$ cat config.mk
export PLATFORM = sky130hd
export DESIGN_NAME = gold_seq_ctrl_flat
export DESIGN_NICKNAME = d
export VERILOG_FILES = /design/src/rtl/gold_seq_ctrl_if.sv /design/src/rtl/gold_seq_ctrl.sv /design/src/flat_wrapper.sv
export SDC_FILE = /design/constraint.sdc
export NUM_CORES = 1
export LEC_CHECK = 0
export ABC_CLOCK_PERIOD_IN_PS = 2200
export CORE_UTILIZATION = 41
export DETAILED_ROUTE_END_ITERATION = 7
export PLACE_DENSITY = 0.84
export RECOVER_POWER = 25
export SLEW_MARGIN = 20
export SYNTH_ARGS = -nofsm -noshare
export SYNTH_HDL_FRONTEND = slang
export SYNTH_SLANG_ARGS = --single-unit
export TNS_END_PERCENT = 5
$ cat constraint.sdc
create_clock -name clkin -period 2.2 [get_ports clkin]
set_input_delay 0.55 -clock clkin [delete_from_list [all_inputs] [get_ports clkin]]
set_output_delay 0.55 -clock clkin [all_outputs]
set_load 0.005 [all_outputs]
$ cat src/rtl/gold_seq_ctrl_if.sv
// Request and generator buses shared between the Gold-code sequencer and its peers.
// The slave side is the sequencer; the master side is the requesters plus the generator.
interface gold_seq_ctrl_if #(
    parameter int N_REQ  = 4,
    parameter int LENGTH = 6
);
    logic [N_REQ-1:0]        req_valid;
    logic [N_REQ-1:0]        req_ready;
    logic [N_REQ*LENGTH-1:0] req_seed1;
    logic [N_REQ*LENGTH-1:0] req_seed2;
    logic [N_REQ*8-1:0]      req_periods;
    logic                    gen_load;
    logic [LENGTH-1:0]       gen_seed1;
    logic [LENGTH-1:0]       gen_seed2;
    logic                    gen_en;
    logic                    gen_strobe;

    modport master (
        output req_valid, req_seed1, req_seed2, req_periods, gen_strobe,
        input  req_ready, gen_load, gen_seed1, gen_seed2, gen_en
    );

    modport slave (
        input  req_valid, req_seed1, req_seed2, req_periods, gen_strobe,
        output req_ready, gen_load, gen_seed1, gen_seed2, gen_en
    );
endinterface

$ cat src/rtl/gold_seq_ctrl.sv
// Round-robin job sequencer that hands one Gold-code generator to N_REQ requesters,
// loading seeds, waiting HOLD settle cycles and running for a set number of code periods.
module gold_seq_ctrl #(
    parameter int N_REQ  = 4,
    parameter int LENGTH = 6,
    parameter int N      = 63,
    parameter int HOLD   = 3
) (
    input  logic                  clkin,
    input  logic                  rstn,
    gold_seq_ctrl_if.slave        bus,
    input  logic                  abort_i,
    output logic [((N_REQ > 1) ? $clog2(N_REQ) : 1)-1:0] owner_o,
    output logic                  busy_o,
    output logic                  done_o,
    output logic [((N_REQ > 1) ? $clog2(N_REQ) : 1)-1:0] done_id,
    output logic                  err_o,
    output logic                  sync_err
);
    localparam int IW = (N_REQ > 1) ? $clog2(N_REQ) : 1;
    localparam int CW = (N > 1) ? $clog2(N) : 1;
    localparam int HW = (HOLD > 1) ? $clog2(HOLD) : 1;

    typedef enum logic [2:0] {IDLE, GRANT, LOAD, SETTLE, RUN, DONE} state_t;

    state_t            r_state;
    state_t            w_next;
    logic [IW-1:0]     r_owner;
    logic [IW-1:0]     r_last;
    logic [LENGTH-1:0] r_seed1;
    logic [LENGTH-1:0] r_seed2;
    logic [7:0]        r_periods;
    logic [CW-1:0]     r_chipCnt;
    logic [7:0]        r_periodCnt;
    logic [HW-1:0]     r_holdCnt;
    logic              r_err;
    logic              r_sync;

    logic [LENGTH-1:0] w_seed1 [N_REQ];
    logic [LENGTH-1:0] w_seed2 [N_REQ];
    logic [7:0]        w_periods [N_REQ];
    logic [IW-1:0]     w_pick;
    logic [IW-1:0]     w_cand;
    logic              w_zeroSeed;
    logic              w_zeroPer;
    logic              w_lastChip;
    logic              w_lastPer;

    for (genvar gi = 0; gi < N_REQ; gi++) begin : g_slice
        assign w_seed1[gi]   = bus.req_seed1[gi*LENGTH +: LENGTH];
        assign w_seed2[gi]   = bus.req_seed2[gi*LENGTH +: LENGTH];
        assign w_periods[gi] = bus.req_periods[gi*8 +: 8];
    end

    // Scanning from farthest to nearest leaves the requester closest after r_last in w_pick.
    always_comb begin
        w_pick = r_last;
        w_cand = '0;
        for (int k = N_REQ; k >= 1; k--) begin
            w_cand = IW'((int'(r_last) + k) % N_REQ);
            if (bus.req_valid[w_cand]) w_pick = w_cand;
        end
    end

    assign w_zeroSeed = (w_seed1[r_owner] == '0) || (w_seed2[r_owner] == '0);
    assign w_zeroPer  = (w_periods[r_owner] == 8'd0);
    assign w_lastChip = (r_chipCnt == CW'(N - 1));
    assign w_lastPer  = (r_periodCnt == r_periods - 8'd1);

    always_ff @(posedge clkin or negedge rstn) begin
        if (!rstn) r_state <= IDLE;
        else       r_state <= w_next;
    end

    always_comb begin
        w_next = r_state;
        case (r_state)
            IDLE:    if (|bus.req_valid) w_next = GRANT;
            GRANT:   w_next = (w_zeroSeed || w_zeroPer) ? DONE : LOAD;
            LOAD:    w_next = abort_i ? DONE : ((HOLD == 0) ? RUN : SETTLE);
            SETTLE:  if (abort_i) w_next = DONE;
                     else if (r_holdCnt == HW'(HOLD - 1)) w_next = RUN;
            RUN:     if (abort_i || (w_lastChip && w_lastPer)) w_next = DONE;
            DONE:    w_next = IDLE;
            default: w_next = IDLE;
        endcase
    end

    // Seeds and limits come straight from the requester during GRANT, while its data is held stable.
    always_ff @(posedge clkin or negedge rstn) begin
        if (!rstn) begin
            r_owner     <= '0;
            r_last      <= IW'(N_REQ - 1);
            r_seed1     <= '0;
            r_seed2     <= '0;
            r_periods   <= '0;
            r_chipCnt   <= '0;
            r_periodCnt <= '0;
            r_holdCnt   <= '0;
            r_err       <= 1'b0;
            r_sync      <= 1'b0;
        end else begin
            case (r_state)
                IDLE: if (w_next == GRANT) r_owner <= w_pick;
                GRANT: begin
                    r_seed1   <= w_seed1[r_owner];
                    r_seed2   <= w_seed2[r_owner];
                    r_periods <= w_periods[r_owner];
                    r_err     <= w_zeroSeed;
                end
                LOAD: begin
                    r_sync      <= 1'b0;
                    r_holdCnt   <= '0;
                    r_chipCnt   <= '0;
                    r_periodCnt <= '0;
                    if (abort_i) r_err <= 1'b1;
                end
                SETTLE: begin
                    r_holdCnt <= r_holdCnt + 1'b1;
                    if (abort_i) r_err <= 1'b1;
                end
                RUN: begin
                    if (abort_i) r_err <= 1'b1;
                    if (bus.gen_strobe != w_lastChip) r_sync <= 1'b1;
                    r_chipCnt <= w_lastChip ? '0 : r_chipCnt + 1'b1;
                    if (w_lastChip) r_periodCnt <= r_periodCnt + 8'd1;
                end
                DONE: r_last <= r_owner;
                default: ;
            endcase
        end
    end

    always_comb begin
        bus.req_ready = '0;
        bus.gen_load  = 1'b0;
        bus.gen_seed1 = '0;
        bus.gen_seed2 = '0;
        bus.gen_en    = 1'b0;
        done_o        = 1'b0;
        done_id       = '0;
        err_o         = 1'b0;
        busy_o        = (r_state != IDLE);
        owner_o       = r_owner;
        sync_err      = r_sync;
        case (r_state)
            GRANT: bus.req_ready = N_REQ'(1) << r_owner;
            LOAD: begin
                bus.gen_load  = 1'b1;
                bus.gen_seed1 = r_seed1;
                bus.gen_seed2 = r_seed2;
            end
            RUN:  bus.gen_en = 1'b1;
            DONE: begin
                done_o  = 1'b1;
                done_id = r_owner;
                err_o   = r_err;
            end
            default: ;
        endcase
    end
endmodule
$ cat src/flat_wrapper.sv
// flat-port wrapper written by rule: the top's interface ports become plain ports
module gold_seq_ctrl_flat 
#(
    parameter int N_REQ  = 4,
    parameter int LENGTH = 6,
    parameter int N      = 63,
    parameter int HOLD   = 3
)
  (clkin, rstn, abort_i, owner_o, busy_o, done_o, done_id, err_o, sync_err, bus_req_valid, bus_req_seed1, bus_req_seed2, bus_req_periods, bus_gen_strobe, bus_req_ready, bus_gen_load, bus_gen_seed1, bus_gen_seed2, bus_gen_en);
  gold_seq_ctrl_if #(.N_REQ(N_REQ), .LENGTH(LENGTH)) bus_i ();
  input  logic clkin;
  input  logic rstn;
  input  logic abort_i;
  output logic [((N_REQ > 1) ? $clog2(N_REQ) : 1)-1:0] owner_o;
  output logic busy_o;
  output logic done_o;
  output logic [((N_REQ > 1) ? $clog2(N_REQ) : 1)-1:0] done_id;
  output logic err_o;
  output logic sync_err;
  input wire logic [$bits(bus_i.req_valid)-1:0] bus_req_valid;
  input wire logic [$bits(bus_i.req_seed1)-1:0] bus_req_seed1;
  input wire logic [$bits(bus_i.req_seed2)-1:0] bus_req_seed2;
  input wire logic [$bits(bus_i.req_periods)-1:0] bus_req_periods;
  input wire logic [$bits(bus_i.gen_strobe)-1:0] bus_gen_strobe;
  output wire logic [$bits(bus_i.req_ready)-1:0] bus_req_ready;
  output wire logic [$bits(bus_i.gen_load)-1:0] bus_gen_load;
  output wire logic [$bits(bus_i.gen_seed1)-1:0] bus_gen_seed1;
  output wire logic [$bits(bus_i.gen_seed2)-1:0] bus_gen_seed2;
  output wire logic [$bits(bus_i.gen_en)-1:0] bus_gen_en;
  assign bus_i.req_valid = bus_req_valid;
  assign bus_i.req_seed1 = bus_req_seed1;
  assign bus_i.req_seed2 = bus_req_seed2;
  assign bus_i.req_periods = bus_req_periods;
  assign bus_i.gen_strobe = bus_gen_strobe;
  assign bus_req_ready = bus_i.req_ready;
  assign bus_gen_load = bus_i.gen_load;
  assign bus_gen_seed1 = bus_i.gen_seed1;
  assign bus_gen_seed2 = bus_i.gen_seed2;
  assign bus_gen_en = bus_i.gen_en;
  gold_seq_ctrl #(.N_REQ(N_REQ), .LENGTH(LENGTH), .N(N), .HOLD(HOLD)) u_core (.clkin(clkin), .rstn(rstn), .bus(bus_i), .abort_i(abort_i), .owner_o(owner_o), .busy_o(busy_o), .done_o(done_o), .done_id(done_id), .err_o(err_o), .sync_err(sync_err));
endmodule
==> key figures, run 1 <==
Floorplan
  • Initial core utilization: 0.4360
  • Die Y-Extent: 87.94 µm
  • CORE AREA: 6944 µm²
  • # rows: 30
  • Die ar.: between 7000 and 8000 µm²
  • I/O Pins: 114
  • Die X: 87.94 µm

Final layout
  • N_diodes: 0
  • Layout cells sized above 1: 0.1629
  • Area grow syn2layout: 51.57%
  • Fillers: 510
  • Final net count: 541
  • Final Util: 0.6609

Worst setup path
  • Req. time, crit path: 1650 ps
  • Setup crit start: u_core.r_state[1]
  • Crit start category: register
  • Worst Path Max Fanout: 6
  • R2R Path Start: u_core.owner_o[0]
  • R2r setup slk: -50 ps
  • Worst EP arrival: 1770 ps
  • Worst reg-to-reg path cell count: 7
  • Reg2reg end: u_core.r_state[1]
  • CP endpoint kind: output port
  • Crit Path Class: reg -> out

STA
  • Max-slew violations: 0
  • Max Fclk: 431.5 MHz
  • RSZ-0062 raised after global routing: true
  • Slew @ Worst Pin: around 1100 ps
  • Final setup margin: -117.7 ps
  • Slew headroom: 0.2800
  • Clock Skew: 6.056 ps
  • Final min period: 2318 ps
  • Hold_ws: 422.5 ps
  • Crit share post-route: 1.053
  • Final setup violation count: 5
  • Hold Vio Cnt, Final: 0

Place
  • Gp weighted congestion: 0.8564
  • PortBufs: 113
  • Dpl hpwl: 6426 µm
  • DP Worst Slack: -347.8 ps

Synth
  • Ys async rst share: 1.000
  • Most used DFF post-synth: dfrtp_1
  • Mapped Cells: roughly 330
  • Synth warnings: 0
  • Syn nets: between 400 and 500
  • #FFs+latches synth: 45
  • Register area share after synthesis: 0.3727
  • Number of flops mapped to enable cells by yosys: 0
  • Cell area after synthesis: 3028 µm²
  • Syn Area/Cell: ~9.3 µm²
  • Synth cell types: a little over 50

Clocking
  • Clock-pin transition on the worst setup and hold timing paths: 80 ps
  • H-tree Lvls: 2
  • Number of buffers created by CTS: 5
  • CTS Sinks: 45
  • CTS tree: yes
  • Worst skew pair latency: 300 ps
  • Clock tree buffer depth: 2
  • CTS Hold Bufs: 0
  • CTS root buffer: clkbuf_8

Routing
  • Via density: 5.329
  • WL/cell: between 15 and 20 µm
  • DRT iter0 DRCs: 163
  • Post-route ant nets: 0
  • Vias: around 2900
  • Total iterations of the first detailed-routing run: 4
  • DR DRC count: 0
  • WL final: between 8000 and 9000 µm

Flow run
  • Max-cap violations: 0

Hold path
  • Worst Hold Class: in -> async

Global routing
  • Initial antenna violation count: 0
  • Total global-route track usage: 0.2241
  • Vias in the first global route: 3062
  • Global-route wire length before repair: 13480 µm
  • GRT overflow: 0
  • Largest net degree at the start of global routing: 27

Power and ir drop
  • Pwr Total: about 4.8 mW
  • Pwr dens: 1053 nW/µm²
  • VDD IR max: between 0.6 and 0.7 mV
  • P_leak: 2.197 nW

Status
  • Status: complete, but fails checks
  • Failing checks: setup timing
state kept, by name, indices dropped and copies added, names as in the netlist:
| name | count |
|---|---|
| u_core.r_err | 1 |
| u_core.sync_err | 1 |
| u_core.r_periods | 8 |
| u_core.r_state | 3 |
| u_core.r_seed2 | 6 |
| u_core.r_periodCnt | 8 |
| u_core.r_last | 2 |
| u_core.r_chipCnt | 6 |
| u_core.r_holdCnt | 2 |
| u_core.owner_o | 2 |
| u_core.r_seed1 | 6 |
synth_stat cells (2+ instances only):
cell type	n	area share
a211oi_1	2	0.0050
a21o_1	4	0.0099
a21oi_1	7	0.012
a2bb2oi_1	2	0.0058
a31oi_1	3	0.0062
and2_1	13	0.027
and3_1	6	0.012
and4_1	2	0.0058
buf_1	2	0.0025
buf_6	3	0.011
clkbuf_1	12	0.015
dfrtp_1	43	0.36
dfstp_2	2	0.017
ha_1	5	0.021
inv_1	15	0.019
mux2i_1	2	0.0066
mux4_2	20	0.15
nand2_1	75	0.093
nand2b_1	3	0.0062
nand3_1	6	0.0099
nand3b_1	2	0.0050
nor2_1	21	0.026
nor3_1	6	0.0099
nor4_1	6	0.012
o21ai_0	17	0.028
o31ai_1	3	0.0074
or4_1	3	0.0074
xnor2_1	15	0.043
xor2_1	3	0.0087
worst max-delay path by stage:
stage / to / slack [ps] / depth (start not counted)
final: bus_gen_en / -120 / 3
after global routing: bus_gen_en / -170 / 3
after CTS: done_id[1] / -210 / 6
after detailed placement: u_core.r_state[1] / -350 / 6
after global placement: u_core.r_state[1] / -330 / 6
after floorplan: u_core.r_state[1] / 80 / 6
metrics by stage:
step / setup TNS [ps] / instances / instance area (µm²)
2_1_floorplan: 0 / 325 / 3028
3_3_place_gp: -1019 / 534 / 4380
3_5_place_dp: -1124 / 534 / 4380
4_1_cts: -2803 / 542 / 4476
5_1_grt: -838.6 / 544 / 4589
6_report: -270.4 / 544 / 4589
timing repair:
action,CTS,global route
pin swaps,1,3
setup endpoints to repair,24,26
resized for setup,8,37
setup buffers,1,2
critical path, cell delays in order (launching register included):
cell	delay, ps
dfrtp_2	480
or3b_4	420
clkinv_4	80
clkdlybuf4s50_1	490
layout by cell type, fill, tap and decap left out, drive strengths merged, types with 2 or more instances in the layout:
cell type,instances
and2,13
nor3,6
o31ai,3
buf,20
a31oi,3
nor2,21
nor4,6
a21o,4
a21oi,7
a211oi,2
clkdlybuf4s50,92
and3,6
nand3,7
dlygate4sd2,3
mux2i,2
xnor2,15
xor2,3
nand3b,2
o211ai,2
o21ai,18
or4,3
dfrtp,43
ha,5
inv,15
dlymetal6s2s,15
mux4,20
clkbuf,9
and4,2
clkdlybuf4s15,2
nand2,75
nand2b,3
a2bb2oi,2
dfstp,2
cells by family after synthesis:
| group | share of synthesized area |
|---|---|
| AOI/OAI and AO/OA | 0.1087 |
| xor gates and xnor gates | 0.05207 |
| adders and majority gates | 0.02066 |
| buffers and inverters | 0.05165 |
| DFF | 0.3727 |
| muxes | 0.1554 |
| and+or+nand+nor | 0.2389 |
metal layers:
layer  part of all wire  GRT usage
met1               0.40     0.2778
met3              0.055    0.03864
met4              0.028    0.09240
met2               0.52     0.3869
met5                  0          0
power by group:
part / internal (mW) / switching [mW]
combinational: 1.51 / 1.40
clock: 0.250 / 0.277
sequential: 1.14 / 0.260
total: 2.89 / 1.94
final cells by class:
cell class / count / area (µm²) / area share
Inverter: 16 / 65.06 / 0.01418
Tap cell: 96 / 120.1 / 0.02617
Clock buffer: 7 / 86.33 / 0.01881
Sequential cell: 45 / 1130 / 0.2462
Multi-Input combinational cell: 246 / 1821 / 0.3967
Timing Repair Buffer: 134 / 1368 / 0.2980
Power figures use the tool's default switching activity.
==> run 2, diff against run 1 <==
- CTS_CLUSTER_DIAMETER: unset -> 120
- PLACE_DENSITY: 0.84 -> unset
- PLACE_DENSITY_LB_ADDON: unset -> 0.2
- SLEW_MARGIN: 20 -> unset
==> key figures, run 2 (synthesis gave the netlist of run 1 again) <==
Status
  • Status: complete, but fails checks
  • Failing checks: setup timing

Floorplan
  • Initial core utilization: 0.4360 (unchanged)
  • Die X: 87.94 µm (unchanged)
  • Die Y-Extent: 87.94 µm (unchanged)
  • # rows: 30 (unchanged)
  • CORE AREA: 6944 µm² (unchanged)
  • I/O Pins: 114 (unchanged)
  • Die ar.: 7733 µm² (unchanged)

Power and ir drop
  • Pwr Total: 4.715 mW (-2.4%)
  • VDD IR max: 0.5016 mV (-21%)
  • Pwr dens: 1040 nW/µm² (-1.2%)
  • P_leak: 2.028 nW (-7.7%)

Global routing
  • Global-route wire length before repair: 13000 µm (-3.5%)
  • Vias in the first global route: 2903 (-5.2%)
  • Total global-route track usage: 0.2177 (-0.006403)
  • Largest net degree at the start of global routing: 25 (-7.4%)
  • GRT overflow: 0 (unchanged)
  • Initial antenna violation count: 0 (unchanged)

Worst setup path
  • Worst reg-to-reg path cell count: 6 (-1)
  • Setup crit start: u_core.r_state[0]
  • Crit Path Class: reg -> out
  • Worst EP arrival: 1760 ps (about the same)
  • Reg2reg end: u_core.r_state[1]
  • Crit start category: register
  • Worst Path Max Fanout: 19 (+13)
  • R2r setup slk: 0 ps (+50 ps)
  • CP endpoint kind: output port
  • R2R Path Start: u_core.owner_o[0]
  • Req. time, crit path: 1650 ps (about the same)
  • Crit path to: bus_gen_seed1[4]

STA
  • Slew headroom: 0.2225 (-0.05754)
  • Setup TNS: -632.0 ps (-361.6 ps)
  • Final min period: 2312 ps (-5.196 ps)
  • RSZ-0062 raised after global routing: true
  • Max-slew violations: 0 (unchanged)
  • Slew @ Worst Pin: 1166 ps (+86.30 ps)
  • Hold_ws: 224.3 ps (-198.2 ps)
  • Crit share post-route: 1.051 (-0.002362)
  • Final setup margin: -112.5 ps (+5.196 ps)
  • Final setup violation count: 9 (+4)
  • Max Fclk: 432.4 MHz (+0.22%)
  • Hold Vio Cnt, Final: 0 (unchanged)
  • Clock Skew: 5.603 ps (-0.4534 ps)

Clocking
  • CTS root buffer: clkbuf_8
  • CTS tree: yes
  • CTS Sinks: 45 (unchanged)
  • Clock tree buffer depth: 2 (unchanged)
  • CTS Hold Bufs: 0 (unchanged)
  • Number of buffers created by CTS: 5 (unchanged)
  • H-tree Lvls: 2 (unchanged)
  • Clock-pin transition on the worst setup and hold timing paths: 80 ps (about the same)
  • Worst skew pair latency: 290 ps (about the same)

Final layout
  • Final net count: 545 (+0.74%)
  • Most common cell after layout, fill and taps aside: clkdlybuf4s50_1
  • N_diodes: 0 (unchanged)
  • Layout cells sized above 1: 0.1567 (-0.006214)
  • Area of the multi-input gates: 1783 µm² (-2.1%)
  • Most frequent cells in the layout: clkdlybuf4s50_1 (98), nand2_1 (74), dfrtp_1 (42), mux4_2 (20), buf_4 (18)
  • Sequential cell area: 1130 µm² (unchanged)
  • Fillers: 579 (+14%)
  • Top Registers: u_core.r_periodCnt (8), u_core.r_periods (8)
  • Final non-filler cell total: 549 (+0.92%)
  • Final instance area: 4532 µm² (-1.3%)
  • Area grow syn2layout: 49.67%

Flow run
  • Max-cap violations: 0 (unchanged)

Place
  • Gp weighted congestion: 0.8084 (-5.6%)
  • Dpl cells: 540 (+1.1%)
  • Dpl hpwl: 6504 µm (+1.2%)
  • PortBufs: 113 (unchanged)
  • Post-Place Cell Area: 4400 µm² (+0.46%)

Routing
  • WL final: 7904 µm (-4.1%)
  • DRT iter0 DRCs: 83 (-49%)
  • Post-route ant nets: 0 (unchanged)
  • Vias: 2861 (-1.3%)
  • DR DRC count: 0 (unchanged)
  • Via density: 5.211 (-2.2%)
  • WL/cell: 14.40 µm (-5.0%)
  • Total iterations of the first detailed-routing run: 4 (unchanged)

Hold path
  • Worst Hold Class: in -> async
## run 2: worst min-delay path by stage
stage	end	start	cells after the start	slack, ps
after global placement	u_core.r_chipCnt[4]	rstn	1	430
after global routing	u_core.r_chipCnt[4]	rstn	1	270
after detailed placement	u_core.r_chipCnt[4]	rstn	1	430
after CTS	u_core.r_holdCnt[1]	rstn	1	110
after floorplan	u_core.owner_o[0]	rstn	0	250
final	u_core.r_err	rstn	1	220
## run 2: final cells by class
type                    instances  share of cell area
clock buffers                   6             0.01601
multi-input cells             246              0.3934
inverters                      16             0.01436
clock inverters                 2            0.002209
repair buffers                138              0.2982
well taps                      96             0.02650
flip-flops and latches         45              0.2493
## run 2: per-stage QoR
| step | util | worst slack, ps |
|---|---|---|
| finish | 0.6526 | -112.5 |
| global route | 0.6526 | -208.0 |
| CTS | 0.6454 | -200.2 |
| detailed placement | 0.6337 | -346.7 |
| global placement | 0.6337 | -338.9 |
| floorplan | - | 78.62 |
## run 2: where the power goes
part	total, mW	leakage (nW)	switching (mW)	internal [mW]
Sequential	1.38	0.571	0.240	1.14
Combinational	2.86	1.41	1.35	1.50
Clock	0.482	0.0450	0.261	0.220
Total	4.71	2.03	1.86	2.86
## run 2: timing repair
item	in CTS	in global routing
resized for setup	15	16
endpoints found under the setup margin	24	22
pin swaps	0	1
setup buffers	0	1
## run 2: critical path, stage by stage (launching register included)
cell and delay [ps]:
dfrtp_1 390, inv_2 90, nand3_2 120, inv_2 100
buf_12 140, and2_1 130, clkdlybuf4s50_1 490
## run 2: per-layer routing
layer  wire (µm)  up-vias  track usage
met1        3353     1362       0.2723
met3         439       10      0.04807
met5           0        -            0
met2        3983       94       0.3820
met4         128        0      0.05365
li1            -     1395            -
